`config.mk`:
```
export PLATFORM = sky130hd
export DESIGN_NAME = audio_mixer
export DESIGN_NICKNAME = d
export VERILOG_FILES = /design/src/rtl/audio_mixer_pkg.sv /design/src/rtl/audio_dc_block.sv /design/src/rtl/audio_mixer.sv
export SDC_FILE = /design/constraint.sdc
export NUM_CORES = 1
export LEC_CHECK = 0
export ABC_AREA = 1
export BUFFER_PORTS_ARGS = -buffer_cell sky130_fd_sc_hd__buf_2
export CORE_MARGIN = 8
export CORE_UTILIZATION = 45
export DETAILED_ROUTE_END_ITERATION = 8
export SYNTH_ARGS = -nofsm -noshare
export SYNTH_HDL_FRONTEND = slang
export SYNTH_HIERARCHICAL = 1
export SYNTH_SLANG_ARGS = --single-unit
export TNS_END_PERCENT = 5
```
`constraint.sdc`:
```
create_clock -name clk_sys -period 4.7 [get_ports clk_sys]
set_input_delay 0.94 -clock clk_sys [delete_from_list [all_inputs] [get_ports clk_sys]]
set_output_delay 0.94 -clock clk_sys [all_outputs]
set_load 0.02 [all_outputs]
```
`src/rtl/audio_mixer_pkg.sv`:
```
// audio_mixer_pkg: shared constants, FSM state type and 16-bit saturation
// helpers for the audio mixer and its optional DC blocker.
package audio_mixer_pkg;

  localparam int VOL_UNITY = 8;
  localparam int VOL_SHIFT = 3;
  localparam logic signed [15:0] OUT_MAX = 16'sh7FFF;
  localparam logic signed [15:0] OUT_MIN = 16'sh8000;

  typedef enum logic [2:0] {IDLE, CAPT, ACC, SAT, FILT, OUT} state_t;

  // Clamp a wide signed value into the 16-bit output range.
  function automatic logic signed [15:0] sat16(input logic signed [31:0] x);
    if (x > 32'sd32767) return OUT_MAX;
    else if (x < -32'sd32768) return OUT_MIN;
    else return x[15:0];
  endfunction

  // True when sat16 would have to clamp.
  function automatic logic clips16(input logic signed [31:0] x);
    return (x > 32'sd32767) || (x < -32'sd32768);
  endfunction

endpackage

```
`src/rtl/audio_dc_block.sv`:
```
// audio_dc_block: first-order DC blocker y = x - x_prev + y_prev - (y_prev >>> DC_K).
// Feedback state is held in 20 bits (saturated); the output is saturated to 16 bits.
// Instantiated by audio_mixer only when AUDIO_MIXER_DCBLOCK_EN is defined.
module audio_dc_block
  import audio_mixer_pkg::*;
#(
  parameter int DC_K = 10
)(
  input  logic               i_clk,
  input  logic               i_rst_n,
  input  logic               i_en,
  input  logic signed [15:0] i_x,
  output logic signed [15:0] o_y,
  output logic               o_clip
);

  logic signed [15:0] r_x_prev;
  logic signed [19:0] r_y_prev;
  logic signed [21:0] w_y_full;

  function automatic logic signed [19:0] sat20(input logic signed [21:0] x);
    if (x > 22'sd524287) return 20'sh7FFFF;
    else if (x < -22'sd524288) return 20'sh80000;
    else return x[19:0];
  endfunction

  // 22 bits cover |x - x_prev| < 2^16 plus a 20-bit feedback term.
  assign w_y_full = 22'(i_x) - 22'(r_x_prev) + 22'(r_y_prev) - 22'(r_y_prev >>> DC_K);
  assign o_y      = sat16(32'(w_y_full));
  assign o_clip   = clips16(32'(w_y_full));

  // Advance the filter history once per mixed sample.
  always_ff @(posedge i_clk or negedge i_rst_n) begin
    if (!i_rst_n) begin
      r_x_prev <= '0;
      r_y_prev <= '0;
    end else if (i_en) begin
      r_x_prev <= i_x;
      r_y_prev <= sat20(w_y_full);
    end
  end

endmodule

```
`src/rtl/audio_mixer.sv`:
```
// audio_mixer: time-multiplexed N-channel mixer. Captures all channels on a
// sample strobe, applies a 4-bit volume (8 = unity), accumulates one channel
// per clock, saturates to 16-bit signed and pulses out_valid. Reports clipping
// and dropped strobes. Optional DC blocker: define AUDIO_MIXER_DCBLOCK_EN.
module audio_mixer
  import audio_mixer_pkg::*;
#(
  parameter int          NCH           = 3,
  parameter int          IN_W          = 16,
  parameter logic [15:0] UNSIGNED_MASK = 16'h0000,
  parameter int          DC_K          = 10
)(
  input  logic                   clk_sys,
  input  logic                   reset_n,
  input  logic                   ce_sample,
  input  logic [NCH*IN_W-1:0]    ch_in,
  input  logic [NCH*4-1:0]       ch_vol,
  output logic signed [15:0]     out,
  output logic                   out_valid,
  output logic                   clip,
  output logic                   busy,
  output logic [7:0]             overrun_cnt
);

  localparam int IDX_W = (NCH > 1) ? $clog2(NCH) : 1;
  localparam int ACC_W = 21 + $clog2(NCH);
  localparam logic [NCH-1:0] UNS = UNSIGNED_MASK[NCH-1:0];

  state_t                    r_state, w_state_nxt;
  logic [NCH*IN_W-1:0]       r_ch;
  logic [NCH*4-1:0]          r_vol;
  logic [IDX_W-1:0]          r_idx;
  logic signed [ACC_W-1:0]   r_acc;
  logic signed [15:0]        r_out;
  logic                      r_clip;
  logic                      r_out_valid;
  logic                      r_busy;
  logic [7:0]                r_ovr;

  logic [IN_W-1:0]           w_slot;
  logic [IN_W-1:0]           w_t;
  logic [3:0]                w_vol;
  logic signed [15:0]        w_s;
  logic signed [20:0]        w_prod;
  logic signed [31:0]        w_shr;

  // Select the current channel and flip the MSB of offset-binary sources.
  always_comb begin
    w_slot = r_ch[int'(r_idx)*IN_W +: IN_W];
    w_vol  = r_vol[int'(r_idx)*4 +: 4];
    w_t    = w_slot;
    if (UNS[r_idx]) w_t[IN_W-1] = ~w_slot[IN_W-1];
  end

  // Left-align the slot into 16 bits: keep MSBs of wide slots, pad narrow ones.
  if (IN_W == 16) begin : g_align_eq
    assign w_s = w_t;
  end else if (IN_W > 16) begin : g_align_trunc
    assign w_s = w_t[IN_W-1 -: 16];
  end else begin : g_align_pad
    assign w_s = {w_t, {(16-IN_W){1'b0}}};
  end

  assign w_prod = w_s * $signed({1'b0, w_vol});
  assign w_shr  = 32'(r_acc >>> VOL_SHIFT);

`ifdef AUDIO_MIXER_DCBLOCK_EN
  logic signed [15:0] w_dc_y;
  logic               w_dc_clip;

  audio_dc_block #(.DC_K(DC_K)) u_dc_block (
    .i_clk   (clk_sys),
    .i_rst_n (reset_n),
    .i_en    (r_state == FILT),
    .i_x     (r_out),
    .o_y     (w_dc_y),
    .o_clip  (w_dc_clip)
  );
`else
  logic w_unused_dc_k;
  assign w_unused_dc_k = (DC_K != 0);
`endif

  // Next-state logic for the capture / accumulate / saturate sequence.
  always_comb begin
    w_state_nxt = r_state;
    case (r_state)
      IDLE: if (ce_sample) w_state_nxt = CAPT;
      CAPT: w_state_nxt = ACC;
      ACC:  if (r_idx == IDX_W'(NCH-1)) w_state_nxt = SAT;
`ifdef AUDIO_MIXER_DCBLOCK_EN
      SAT:  w_state_nxt = FILT;
      FILT: w_state_nxt = OUT;
`else
      SAT:  w_state_nxt = OUT;
`endif
      OUT:  w_state_nxt = IDLE;
      default: w_state_nxt = IDLE;
    endcase
  end

  // State register with registered valid/busy flags decoded from next state.
  always_ff @(posedge clk_sys or negedge reset_n) begin
    if (!reset_n) begin
      r_state     <= IDLE;
      r_out_valid <= 1'b0;
      r_busy      <= 1'b0;
    end else begin
      r_state     <= w_state_nxt;
      r_out_valid <= (w_state_nxt == OUT);
      r_busy      <= (w_state_nxt != IDLE);
    end
  end

  // Datapath: latch inputs, accumulate one product per cycle, saturate result.
  always_ff @(posedge clk_sys or negedge reset_n) begin
    if (!reset_n) begin
      r_ch   <= '0;
      r_vol  <= '0;
      r_idx  <= '0;
      r_acc  <= '0;
      r_out  <= '0;
      r_clip <= 1'b0;
    end else begin
      case (r_state)
        CAPT: begin
          r_ch  <= ch_in;
          r_vol <= ch_vol;
          r_acc <= '0;
          r_idx <= '0;
        end
        ACC: begin
          r_acc <= r_acc + ACC_W'(w_prod);
          r_idx <= r_idx + 1'b1;
        end
        SAT: begin
          r_out  <= sat16(w_shr);
          r_clip <= clips16(w_shr);
        end
`ifdef AUDIO_MIXER_DCBLOCK_EN
        FILT: begin
          r_out  <= w_dc_y;
          r_clip <= r_clip | w_dc_clip;
        end
`endif
        default: ;
      endcase
    end
  end

  // Count strobes that arrive while a mix is in progress, sticking at 255.
  always_ff @(posedge clk_sys or negedge reset_n) begin
    if (!reset_n) r_ovr <= '0;
    else if (ce_sample && (r_state != IDLE) && (r_ovr != 8'hFF)) r_ovr <= r_ovr + 8'd1;
  end

  assign out         = r_out;
  assign clip        = r_clip;
  assign out_valid   = r_out_valid;
  assign busy        = r_busy;
  assign overrun_cnt = r_ovr;

endmodule

```
# Word level (Yosys, flattened, before mapping)
# Cells that the tools add are included.
# totals
input_bits	63
out_inout_bits	27
ff_bits	115
# classes
shift	2
order_cmp	3
mux	10
reduce_logical	7
n_eq_ne	6
n_addsub	3
mul	1
n_bitwise	1
# ops
cell	n
48-bit by 7-bit variable part select with 16-bit output	1
23-bit one-hot mux with 2 select lines	1
16-bit 2-to-1 mux	2
23-bit by 21-bit adder with 23-bit output	1
16-bit by 5-bit multiplier with 21-bit output	1
20-bit by 16-bit greater-than comparator with 1-bit output (second input constant)	1
20-bit by 16-bit less-than comparator with 1-bit output (second input constant)	1
3-bit one-hot mux with 4 select lines	1
12-bit by 5-bit variable part select with 4-bit output	1
8-bit by 1-bit adder with 8-bit output (second input constant)	1
8-bit != test (second input constant)	1
3-bit by 2-bit == test with 1-bit output (second input constant)	2
3-bit 2-to-1 mux	2
3-bit nonzero test	2
2-bit one-hot mux with 2 select lines	1
3-bit by 1-bit == test with 1-bit output (second input constant)	1
3-bit == test (second input constant)	1
3-bit zero test	1
2-bit by 3-bit less-than comparator with 1-bit output (second input constant)	1
2-bit by 1-bit adder with 2-bit output (second input constant)	1
1-bit binary-select mux with 2-bit select	1
2-bit == test (second input constant)	1
1-bit logical AND	2
1-bit 2-to-1 mux	2
other kinds (3)	3

# Depth between registers and ports, before layout
# Gate-level depths: netlist of the first run.
# depth
depth_word	6
ltp_mapped	24
ltp_nobuf	22

# Worst setup path after synthesis of the first run
# OpenSTA, ideal clock, no wires.
# synth_path
path_type	register -> register
from	reg r_idx[1]
to	reg r_acc[22]
path_slack_ns	0.541
required_ns	4.582
path_buffers	2
stages_incl_launch_ff	22
setup_time_ns	0.118
period_less_slack_ns	4.159
arrival_ns	4.041
path_cell_list	dfrtp_1 -> buf_6 -> buf_4 -> nand3_1 -> o31ai_2 -> nand2_1 -> inv_1 -> fa_1 -> fa_1 -> inv_1 -> fa_1 -> inv_1 -> ha_1 -> nand2_1 -> nor2_1 -> inv_1 -> nor2_1 -> nand3_1 -> nand3_1 -> nand2_1 -> nand3_1 -> nand2_1
# synth_via
elab_chain_cells	6
elab_cells_between_ends	9
cone_classes	add/sub (1); mul (1); shift (2); mux (4); bitwise (1)
# synth_rtl
element	line_no	source
start, declared	audio_mixer.sv:32	logic [IDX_W-1:0] r_idx;
start signal, assigned	audio_mixer.sv:134	r_idx <= r_idx + 1'b1;
48-bit by 7-bit variable part select with 16-bit output / 1-bit binary-select mux with 2-bit select (equally long branches)	audio_mixer.sv:49, audio_mixer.sv:52	
1-bit inverter / 1-bit 2-to-1 mux (equally long branches)	audio_mixer.sv:52	if (UNS[r_idx]) w_t[IN_W-1] = ~w_slot[IN_W-1];
1-bit 2-to-1 mux	audio_mixer.sv:52	
16-bit by 5-bit multiplier with 21-bit output (*)	audio_mixer.sv:64	assign w_prod = w_s * $signed({1'b0, w_vol});
23-bit by 21-bit adder with 23-bit output (*)	audio_mixer.sv:133	r_acc <= r_acc + ACC_W'(w_prod);
23-bit one-hot mux with 2 select lines (*)	audio_mixer.sv:125	case (r_state)
end signal, assigned	audio_mixer.sv:133	
end, declared	audio_mixer.sv:33	logic signed [ACC_W-1:0] r_acc;
# Every way passes the cells marked *; elsewhere a longest branch is shown, timed or not. The select of a mux whose other input is x is not followed.
# A chain may end at the register's enable or synchronous reset.

# Worst setup path in the final report of the first run
# layout_path
from	reg r_idx[0]
to	reg r_acc[13]
# layout_via
elab_chain_cells	4
elab_cells_between_ends	5
cone_classes	add/sub (1); mul (1); shift (2); mux (1)
# layout_rtl
element	line_no
48-bit by 7-bit variable part select with 16-bit output / 12-bit by 5-bit variable part select with 4-bit output (equally long branches)	audio_mixer.sv:49, audio_mixer.sv:50
16-bit by 5-bit multiplier with 21-bit output (*)	audio_mixer.sv:64
23-bit by 21-bit adder with 23-bit output (*)	audio_mixer.sv:133
23-bit one-hot mux with 2 select lines (*)	audio_mixer.sv:125
# Every way passes the cells marked *; elsewhere a longest branch is shown, timed or not.

==> flow_summary.ini, run 1 <==
[global_routing]
grt_pass1_vias = 6844
grt_max_degree = 72
grt.total_usage_pct = 17.5
antenna_found_initial = 0
gr-total-overflow = 0
grt_pass1_wl_um = 33700

[sta]
finalSetupViolCount = 0
fin_hold_ws_ns = 0.456
max-slew-margin-rel_pct = 37.3
max_freq_ghz = 0.225
slew_viol_final = 0
tightest_slew_ns = 0.941
hold_viol = 0
timing.final.crit_share_pct = 94.6
fin_worst_skew_ns = 0.0117
finalCriticalPeriod_ns = 4.45

[critical_path]
endpoint_kind = flip-flop
cp.depth = 22
critPathTopFamily = adder cells
crit_arrival_ns = 4.78
reg2reg_to = r_acc[13]$_DFFE_PN0P_
cp_common_cell = nand2_1
max_stage_delay_ns = 0.54
cp_num_buf_inv = 6
ff2ff_path_depth = 22
required_ns = 5.04
rrSetupSlack_ns = 0.25
crit_fanout = 13
critPathLaunch = r_idx[0]$_DFFE_PN0P_
worstReg2RegStart = r_idx[0]$_DFFE_PN0P_
crit_slowest_cell = fa_1
crit_chain = inv_4 -> buf_4 -> nor2_1 -> o31ai_4 -> buf_4 -> nand2_1 -> inv_1 -> fa_1 -> inv_1 -> fa_1 -> fa_1 -> inv_1 -> ha_1 -> nand2_1 -> nand3_1 -> nand2_1 -> nand2_1 -> nand2_1 -> nand2_1 -> nand2_1 -> nand2_1 -> o21ai_0
worstSetupPathType = reg2reg
cp-endpoint = r_acc[13]$_DFFE_PN0P_
critPathLaunchType = flip-flop

[die]
rows = 50
fp.dieH_um = 154
dieArea_um2 = 23800
ioPinCount = 90
coreArea_um2 = 18800
start_util_pct = 45.8
dieWidth_um = 154

[place]
io_buffer_count = 89
routabilityCongestion = 0.894
dpl.hpwl_um = 15400

[synthesis]
avgSynthCellArea_um2 = 8.33
async_flop_share_pct = 100
syn-cell-area_um2 = 8600
ys.flop_type = dfrtp_1
synth_top_cell_by_area = dfrtp_1
synth_cell_types = 31
synth_edf_count = 0
synth_seq_cells = 115
syn_inst = 1033
synth-seq-area-share_pct = 33.4
netlist.area_leader.share_pct = 33.4
ys_warn_count = 6
synthTopCellsByArea = dfrtp_1 (33%), fa_1 (13%), nand2_1 (12%), inv_1 (9.9%), mux2_2 (8.0%)
synthesis.nets = 1200

[detailed_routing]
drcViolationCount = 0
drt_iter0_markers = 326
first_pass_iters = 5
post_drt_wl_per_cell_um = 14.3
num_vias = 6697
detail-route-antenna-nets = 0
via_per_inst = 4.85
routed_wl_um = 19800

[hold_path]
min_path_type = reg2reg

[clock_network]
clk_transition_reported_paths_ns = 0.06
h-tree-depth = 4
numCtsBuffers = 17
clock_latency_ns = 0.42
root_buffer = clkbuf_16
clockBufferDepth = 2
holdBufCountCts = 0
clkSinkCount = 115
cts_tree = yes

[final_layout]
area_growth_pct = 16.0
layout_common_cells = nand2_1 (263), inv_1 (224), dfrtp_1 (114)
layout_commonest_cell = nand2_1
diodes = 0
fin_nets = 1302
drive_above_1_share_pct = 20.0

[outcome]
status = completed

[job]
cap_viol_max_count = 0
==> metrics by stage <==
stage	setup TNS, ns	utilization [%]	setup slack, ns	instances	cell area (um2)
2_1_floorplan	0	-	0.541	1033	8600
3_3_place_gp	0	49.9	0.299	1347	9370
3_5_place_dp	0	49.9	0.258	1347	9370
4_1_cts	0	52.9	0.235	1379	9930
5_1_grt	-0.0204	53.2	-0.00992	1382	9980
6_report	0	53.2	0.254	1382	9980
==> worst min path at each step <==
stage                          from            endpoint  cells after the start
5_1_grt          out[0]$_DFFE_PN0N_  out[0]$_DFFE_PN0N_                      2
4_1_cts        r_state[2]$_DFF_PN0_      busy$_DFF_PN0_                      1
6_report       r_state[2]$_DFF_PN0_      busy$_DFF_PN0_                      1
2_1_floorplan  r_state[2]$_DFF_PN0_      busy$_DFF_PN0_                      1
3_3_place_gp   r_state[2]$_DFF_PN0_      busy$_DFF_PN0_                      1
3_5_place_dp   r_state[2]$_DFF_PN0_      busy$_DFF_PN0_                      1
==> registers in the layout, summed over array words and instances (netlist names) <==
register / flops
out_valid: 1
out: 16
r_ch: 48
r_idx: 2
r_state: 3
busy: 1
overrun_cnt: 8
r_acc: 23
r_vol: 12
clip: 1
==> metal layers <==
| layer | vias to the layer above | wire length [um] | global-route usage [%] |
|---|---|---|---|
| met2 | 138 | 8550 | 26.5 |
| met4 | 0 | 331 | 6.02 |
| met3 | 21 | 984 | 3.73 |
| met1 | 3144 | 9910 | 24.2 |
| li1 | 3394 | - | - |
| met5 | - | 0 | 0 |
==> Yosys cell counts, drive strengths merged, types with 6 or more instances <==
library cell / instances
a21oi: 28
mux2: 61
fa: 56
nand3: 57
xor2: 6
buf: 21
nor2: 62
nand3b: 6
dfrtp: 115
ha: 48
inv: 227
clkbuf: 7
o21ai: 32
o31ai: 20
nand2: 265
==> layout make-up <==
| cell class | instances | area (um2) |
|---|---|---|
| Fill cell | 1812 | 8780 |
| Multi-Input combinational cell | 663 | 4750 |
| Sequential cell | 115 | 2880 |
| Tap cell | 234 | 293 |
| Clock buffer | 18 | 429 |
| Clock inverter | 14 | 133 |
| Timing Repair Buffer | 111 | 646 |
| Inverter | 227 | 855 |
==> cell families (layout without fill, tap and decap cells) <==
kind of cell	after synthesis	count (layout)	share of synthesized area (%)
xor+xnor	11	11	1.12
fa+ha+maj	104	104	20.0
compound gates	85	85	6.81
mux	61	61	7.98
buf+inv	255	370	11.7
simple gates	402	402	19.0
flops	115	115	33.4
==> repair_timing <==
| item | 4_1_cts | 5_1_grt |
|---|---|---|
| gates resized for setup | 0 | 13 |
| setup endpoints to repair | 0 | 10 |
| buffers inserted | 0 | 2 |
Power of run 1 is left out: the tool's default activity adds up to more than one toggle a clock period on the data nets, which glitch-free logic cannot reach.
==> run 2, diff against run 1 <==
--- a/config.mk
+++ b/config.mk
@@ -10,6 +10,7 @@
 export CORE_MARGIN = 8
 export CORE_UTILIZATION = 45
 export DETAILED_ROUTE_END_ITERATION = 8
+export MAX_ROUTING_LAYER = met4
 export SYNTH_ARGS = -nofsm -noshare
 export SYNTH_HDL_FRONTEND = slang
 export SYNTH_HIERARCHICAL = 1
==> run 2 against run 1 <==
Effect of this change: critical path depth is 1 lower; critical endpoint is now r_acc[19]$_DFFE_PN0P_; fmax is 0.57% higher; final cell count is 0.14% lower; count of clock-buffer cells in the layout stayed put; critical path type unchanged.
==> flow_summary.ini, run 2 (synthesis gave the netlist of run 1 again) <==
[place]
dpl.hpwl_um = 15400
dp_cells = 1347
place_area_um2 = 9370
routabilityCongestion = 0.909
io_buffer_count = 89

[die]
start_util_pct = 45.8
dieArea_um2 = 23800
coreArea_um2 = 18800
ioPinCount = 90
rows = 50
fp.dieH_um = 154
dieWidth_um = 154

[critical_path]
crit_chain = inv_2 -> buf_4 -> nor2_1 -> o31ai_4 -> buf_6 -> nand2_1 -> inv_1 -> fa_1 -> fa_1 -> inv_1 -> fa_1 -> inv_1 -> ha_1 -> nand2_1 -> nor2_1 -> and2_1 -> nand3_1 -> nand3_1 -> nand2_1 -> nand3_1 -> nand2_1
max_stage_delay_ns = 0.56
cp_common_cell = nand2_1
reg2reg_to = r_acc[19]$_DFFE_PN0P_
worstReg2RegStart = r_idx[0]$_DFFE_PN0P_
required_ns = 5.00
crit_slowest_cell = fa_1
ff2ff_path_depth = 21
cp.depth = 21
crit_arrival_ns = 4.72
cp_num_buf_inv = 6
rrSetupSlack_ns = 0.28
worstSetupPathType = reg2reg
crit_fanout = 13
critPathTopFamily = adder cells
critPathLaunchType = flip-flop
endpoint_kind = flip-flop

[final_layout]
final_util_pct = 53.1
fin_nets = 1300
diodes = 0
largest_reg_flops = 48
drive_above_1_share_pct = 20.2
stdcell_count = 1380
layout_common_cells = nand2_1 (263), inv_1 (224), dfrtp_1 (114)
fin_area_um2 = 9970
area_growth_pct = 15.9
largest-register = r_ch
layout_commonest_cell = nand2_1
fill_cells = 1816

[clock_network]
root_buffer = clkbuf_16
clock_latency_ns = 0.42
post_cts_buffers = 0
clockBufferDepth = 2
h-tree-depth = 4
clk_transition_reported_paths_ns = 0.06
numCtsBuffers = 17
clkSinkCount = 115
cts_tree = yes

[global_routing]
antenna_found_initial = 0
gr-total-overflow = 0
grt.total_usage_pct = 18.0
grt_max_degree = 72
grt_pass1_wl_um = 33700
grt_pass1_vias = 6856

[sta]
max-slew-margin-rel_pct = 37.8
max_freq_ghz = 0.226
timing.final.crit_share_pct = 94.0
fin_worst_skew_ns = 0.0106
finalSetupViolCount = 0
tightest_slew_ns = 0.933
setup_tns_ns = 0
rsz0062_at_grt = yes
slew_viol_final = 0
hold_viol = 0
finalCriticalPeriod_ns = 4.42

[detailed_routing]
num_vias = 6663
drcViolationCount = 0
drt_iter0_markers = 307
routed_wl_um = 19700
first_pass_iters = 5
detail-route-antenna-nets = 0
via_per_inst = 4.83
post_drt_wl_per_cell_um = 14.2

[hold_path]
hold_path_end = busy$_DFF_PN0_
min_path_type = reg2reg
hold_depth = 1
worstHoldStart = r_state[2]$_DFF_PN0_

[job]
cap_viol_max_count = 0

[outcome]
status = completed
[run 2: cell types whose count changed in the layout (fill, tap and decap cells not counted)]
cell / previous run / this run
buf_4: 19 / 18
buf_6: 2 / 1
inv_2: 2 / 3
inv_4: 1 / 0
nand3_1: 57 / 56
nand3_2: 0 / 1
nor2_1: 60 / 58
nor2_2: 2 / 4
[run 2: worst max path at each step]
stage | start | endpoint | slack [ns]
final | r_idx[0]$_DFFE_PN0P_ | r_acc[19]$_DFFE_PN0P_ | 0.28
after global routing | r_idx[0]$_DFFE_PN0P_ | r_acc[16]$_DFFE_PN0P_ | -0.02
after CTS | r_idx[0]$_DFFE_PN0P_ | r_acc[19]$_DFFE_PN0P_ | 0.24
after detailed placement | r_idx[0]$_DFFE_PN0P_ | r_acc[21]$_DFFE_PN0P_ | 0.26
after global placement | r_idx[0]$_DFFE_PN0P_ | r_acc[17]$_DFFE_PN0P_ | 0.30
after floorplan | r_idx[1]$_DFFE_PN0P_ | r_acc[22]$_DFFE_PN0P_ | 0.54
[run 2: worst register-to-register path, delay by kind of cell (launching register included)]
kind	cells	cell delay (ns)
simple gates	10	1.05
fa+ha+maj	4	1.89
flops	1	0.41
compound gates	1	0.25
buf+inv	6	0.73
[run 2: what timing repair did]
| action | 4_1_cts | 5_1_grt |
|---|---|---|
| gates resized for setup | 0 | 14 |
| hold endpoints to repair | 0 | 0 |
| setup endpoints to repair | 0 | 10 |
| hold buffers | 0 | 0 |
[run 2: layer usage]
| metal | global-route usage (%) | wire (um) | up-vias |
|---|---|---|---|
| met3 | 3.06 | 804 | 14 |
| met2 | 26.5 | 8640 | 133 |
| met1 | 24.8 | 9990 | 3127 |
| met4 | 6.16 | 231 | 0 |
| met5 | - | 0 | - |
| li1 | - | - | 3389 |
[run 2: layout make-up]
cell class                 count  area [um2]  area share [%]
clock buffer                  18         429            4.30
clock inverter                14         133            1.33
inverter                     227         852            8.54
multi-input combinational    663        4760            47.7
sequential                   115        2880            28.9
tap                          234         293            2.94
timing repair buffer         109         627            6.29
[run 2: metrics by stage]
step / hold WS [ns] / setup slack, ns
6_report: 0.456 / 0.280
2_1_floorplan: 0.423 / 0.541
4_1_cts: 0.461 / 0.235
5_1_grt: 0.498 / -0.0215
3_3_place_gp: 0.458 / 0.299
3_5_place_dp: 0.439 / 0.258
Power of run 2 is left out for the same reason.
==> run 3, diff against run 2 <==
--- a/config.mk
+++ b/config.mk
@@ -8,9 +8,10 @@
 export ABC_AREA = 1
 export BUFFER_PORTS_ARGS = -buffer_cell sky130_fd_sc_hd__buf_2
 export CORE_MARGIN = 8
-export CORE_UTILIZATION = 45
+export CORE_UTILIZATION = 60
 export DETAILED_ROUTE_END_ITERATION = 8
 export MAX_ROUTING_LAYER = met4
+export PLACE_DENSITY = 0.81
 export SYNTH_ARGS = -nofsm -noshare
 export SYNTH_HDL_FRONTEND = slang
 export SYNTH_HIERARCHICAL = 1
==> run 3 against run 2 <==
Effect of this change: global-route usage increased by 6.1 points; fmax down 0.22%; routed wire length grew 5.8%; utilization increased by 19 points; critical endpoint is now r_acc[22]$_DFFE_PN0P_.
==> flow_summary.ini, run 3 (synthesis gave the netlist of run 1 again) <==
[outcome]
status = completed

[place]
dp_slack_ns = 0.129
io_buffer_count = 89
routabilityCongestion = 0.921
dp_cells = 1288
dpl.hpwl_um = 15200

[sta]
max_freq_ghz = 0.226
rsz0062_at_grt = yes
timing.final.crit_share_pct = 94.3
tightest_slew_ns = 0.952
finalCriticalPeriod_ns = 4.43
max-slew-margin-rel_pct = 36.5
finalSetupViolCount = 0
slew_viol_final = 0
hold_viol = 0
fin_worst_skew_ns = 0.00893
setup_tns_ns = 0
setup_ws_ns = 0.270

[critical_path]
endpoint_kind = flip-flop
required_ns = 5.00
critPathTopFamily = adder cells
crit_slowest_cell = fa_1
cp_num_buf_inv = 5
rrSetupSlack_ns = 0.27
max_stage_delay_ns = 0.52
crit_fanout = 13
cp_common_cell = nand2_1
worstSetupPathType = reg2reg
critPathLaunchType = flip-flop
crit_chain = inv_4 -> nor2_1 -> o31ai_4 -> nand2_1 -> clkinvlp_4 -> fa_1 -> fa_1 -> inv_1 -> fa_1 -> inv_1 -> ha_1 -> nand2_1 -> nor2_1 -> inv_1 -> nor2_1 -> nand3_1 -> nand3_1 -> nand2_1 -> nand3_1 -> nand2_1
crit_arrival_ns = 4.73

[clock_network]
clkSinkCount = 115
holdBufCountCts = 0
clock_latency_ns = 0.42
root_buffer = clkbuf_16
clockBufferDepth = 2
numCtsBuffers = 17
cts_tree = yes
clk_transition_reported_paths_ns = 0.05
h-tree-depth = 4

[global_routing]
gr-total-overflow = 0
grt.total_usage_pct = 24.1
grt_pass1_wl_um = 34100
grt_max_degree = 76
grt_pass1_vias = 7116
antenna_found_initial = 0

[detailed_routing]
post_drt_wl_per_cell_um = 15.7
detail-route-antenna-nets = 0
via_per_inst = 5.20
num_vias = 6885
drcViolationCount = 0
drt_iter0_markers = 561
first_pass_iters = 5
routed_wl_um = 20800

[job]
cap_viol_max_count = 0

[final_layout]
largest-register = r_ch
drive_above_1_share_pct = 19.4
final_util_pct = 72.1
layout_common_cells = nand2_1 (264), inv_1 (225), dfrtp_1 (114)
stdcell_count = 1325
area_growth_pct = 16.8
fin_nets = 1299
largest_reg_flops = 48
layout_commonest_cell = nand2_1
diodes = 0

[die]
start_util_pct = 61.7
fp.dieH_um = 136
dieArea_um2 = 18400
rows = 43
ioPinCount = 90
coreArea_um2 = 13900
dieWidth_um = 136

[hold_path]
min_path_type = reg2reg
==> run 3: cell types whose count changed in the layout (fill, tap and decap cells not counted), moves of 3 or more <==
cell       change
bufinv_16      +4
clkinv_4       -5
o31ai_2        -7
clkbuf_1       +3
inv_6          -3
o31ai_4        +7
inv_2          -3
==> run 3: final cells by class <==
cell class                 instances  area, um2
tap                              180        225
multi-input combinational        663       4810
timing repair buffer             108        641
clock inverter                    10        180
inverter                         227        858
fill                            1049       3890
sequential                       115       2880
clock buffer                      22        454
==> run 3: timing repair <==
item	in CTS	in global routing
setup endpoints to repair	0	16
buffers inserted	0	5
resized for setup	0	15
==> run 3: worst min-delay path: stages (launching register included) <==
cell and delay, ns:
dfrtp_1 0.33, nand2_1 0.05, nand2_1 0.05
==> run 3: per-layer routing <==
metal / global-route usage (%) / vias up / share of wire (%)
met5: - / - / 0
met4: 8.70 / 0 / 1.9
met3: 5.27 / 25 / 5.5
met2: 37.9 / 193 / 48
met1: 30.2 / 3293 / 45
li1: - / 3374 / -
==> run 3: final timing paths <==
path                                 startpoint                    end  depth (start not counted)
setup / recovery           r_idx[0]$_DFFE_PN0P_  r_acc[22]$_DFFE_PN0P_                         20
hold / removal              out[10]$_DFFE_PN0N_    out[10]$_DFFE_PN0N_                          2
setup reg to reg           r_idx[0]$_DFFE_PN0P_  r_acc[22]$_DFFE_PN0P_                         20
hold reg to reg             out[10]$_DFFE_PN0N_    out[10]$_DFFE_PN0N_                          2
max in group asynchronous               reset_n   r_acc[7]$_DFFE_PN0P_                          2
min in group asynchronous               reset_n    r_ch[1]$_DFFE_PN0P_                          1
==> run 3: metrics by stage <==
| step | hold WS, ns | cell area (um2) |
|---|---|---|
| 2_1_floorplan | 0.423 | 8600 |
| 3_3_place_gp | 0.457 | 9270 |
| 3_5_place_dp | 0.445 | 9270 |
| 4_1_cts | 0.476 | 9910 |
| 5_1_grt | 0.500 | 10000 |
| 6_report | 0.470 | 10000 |
Power of run 3 is left out for the same reason.
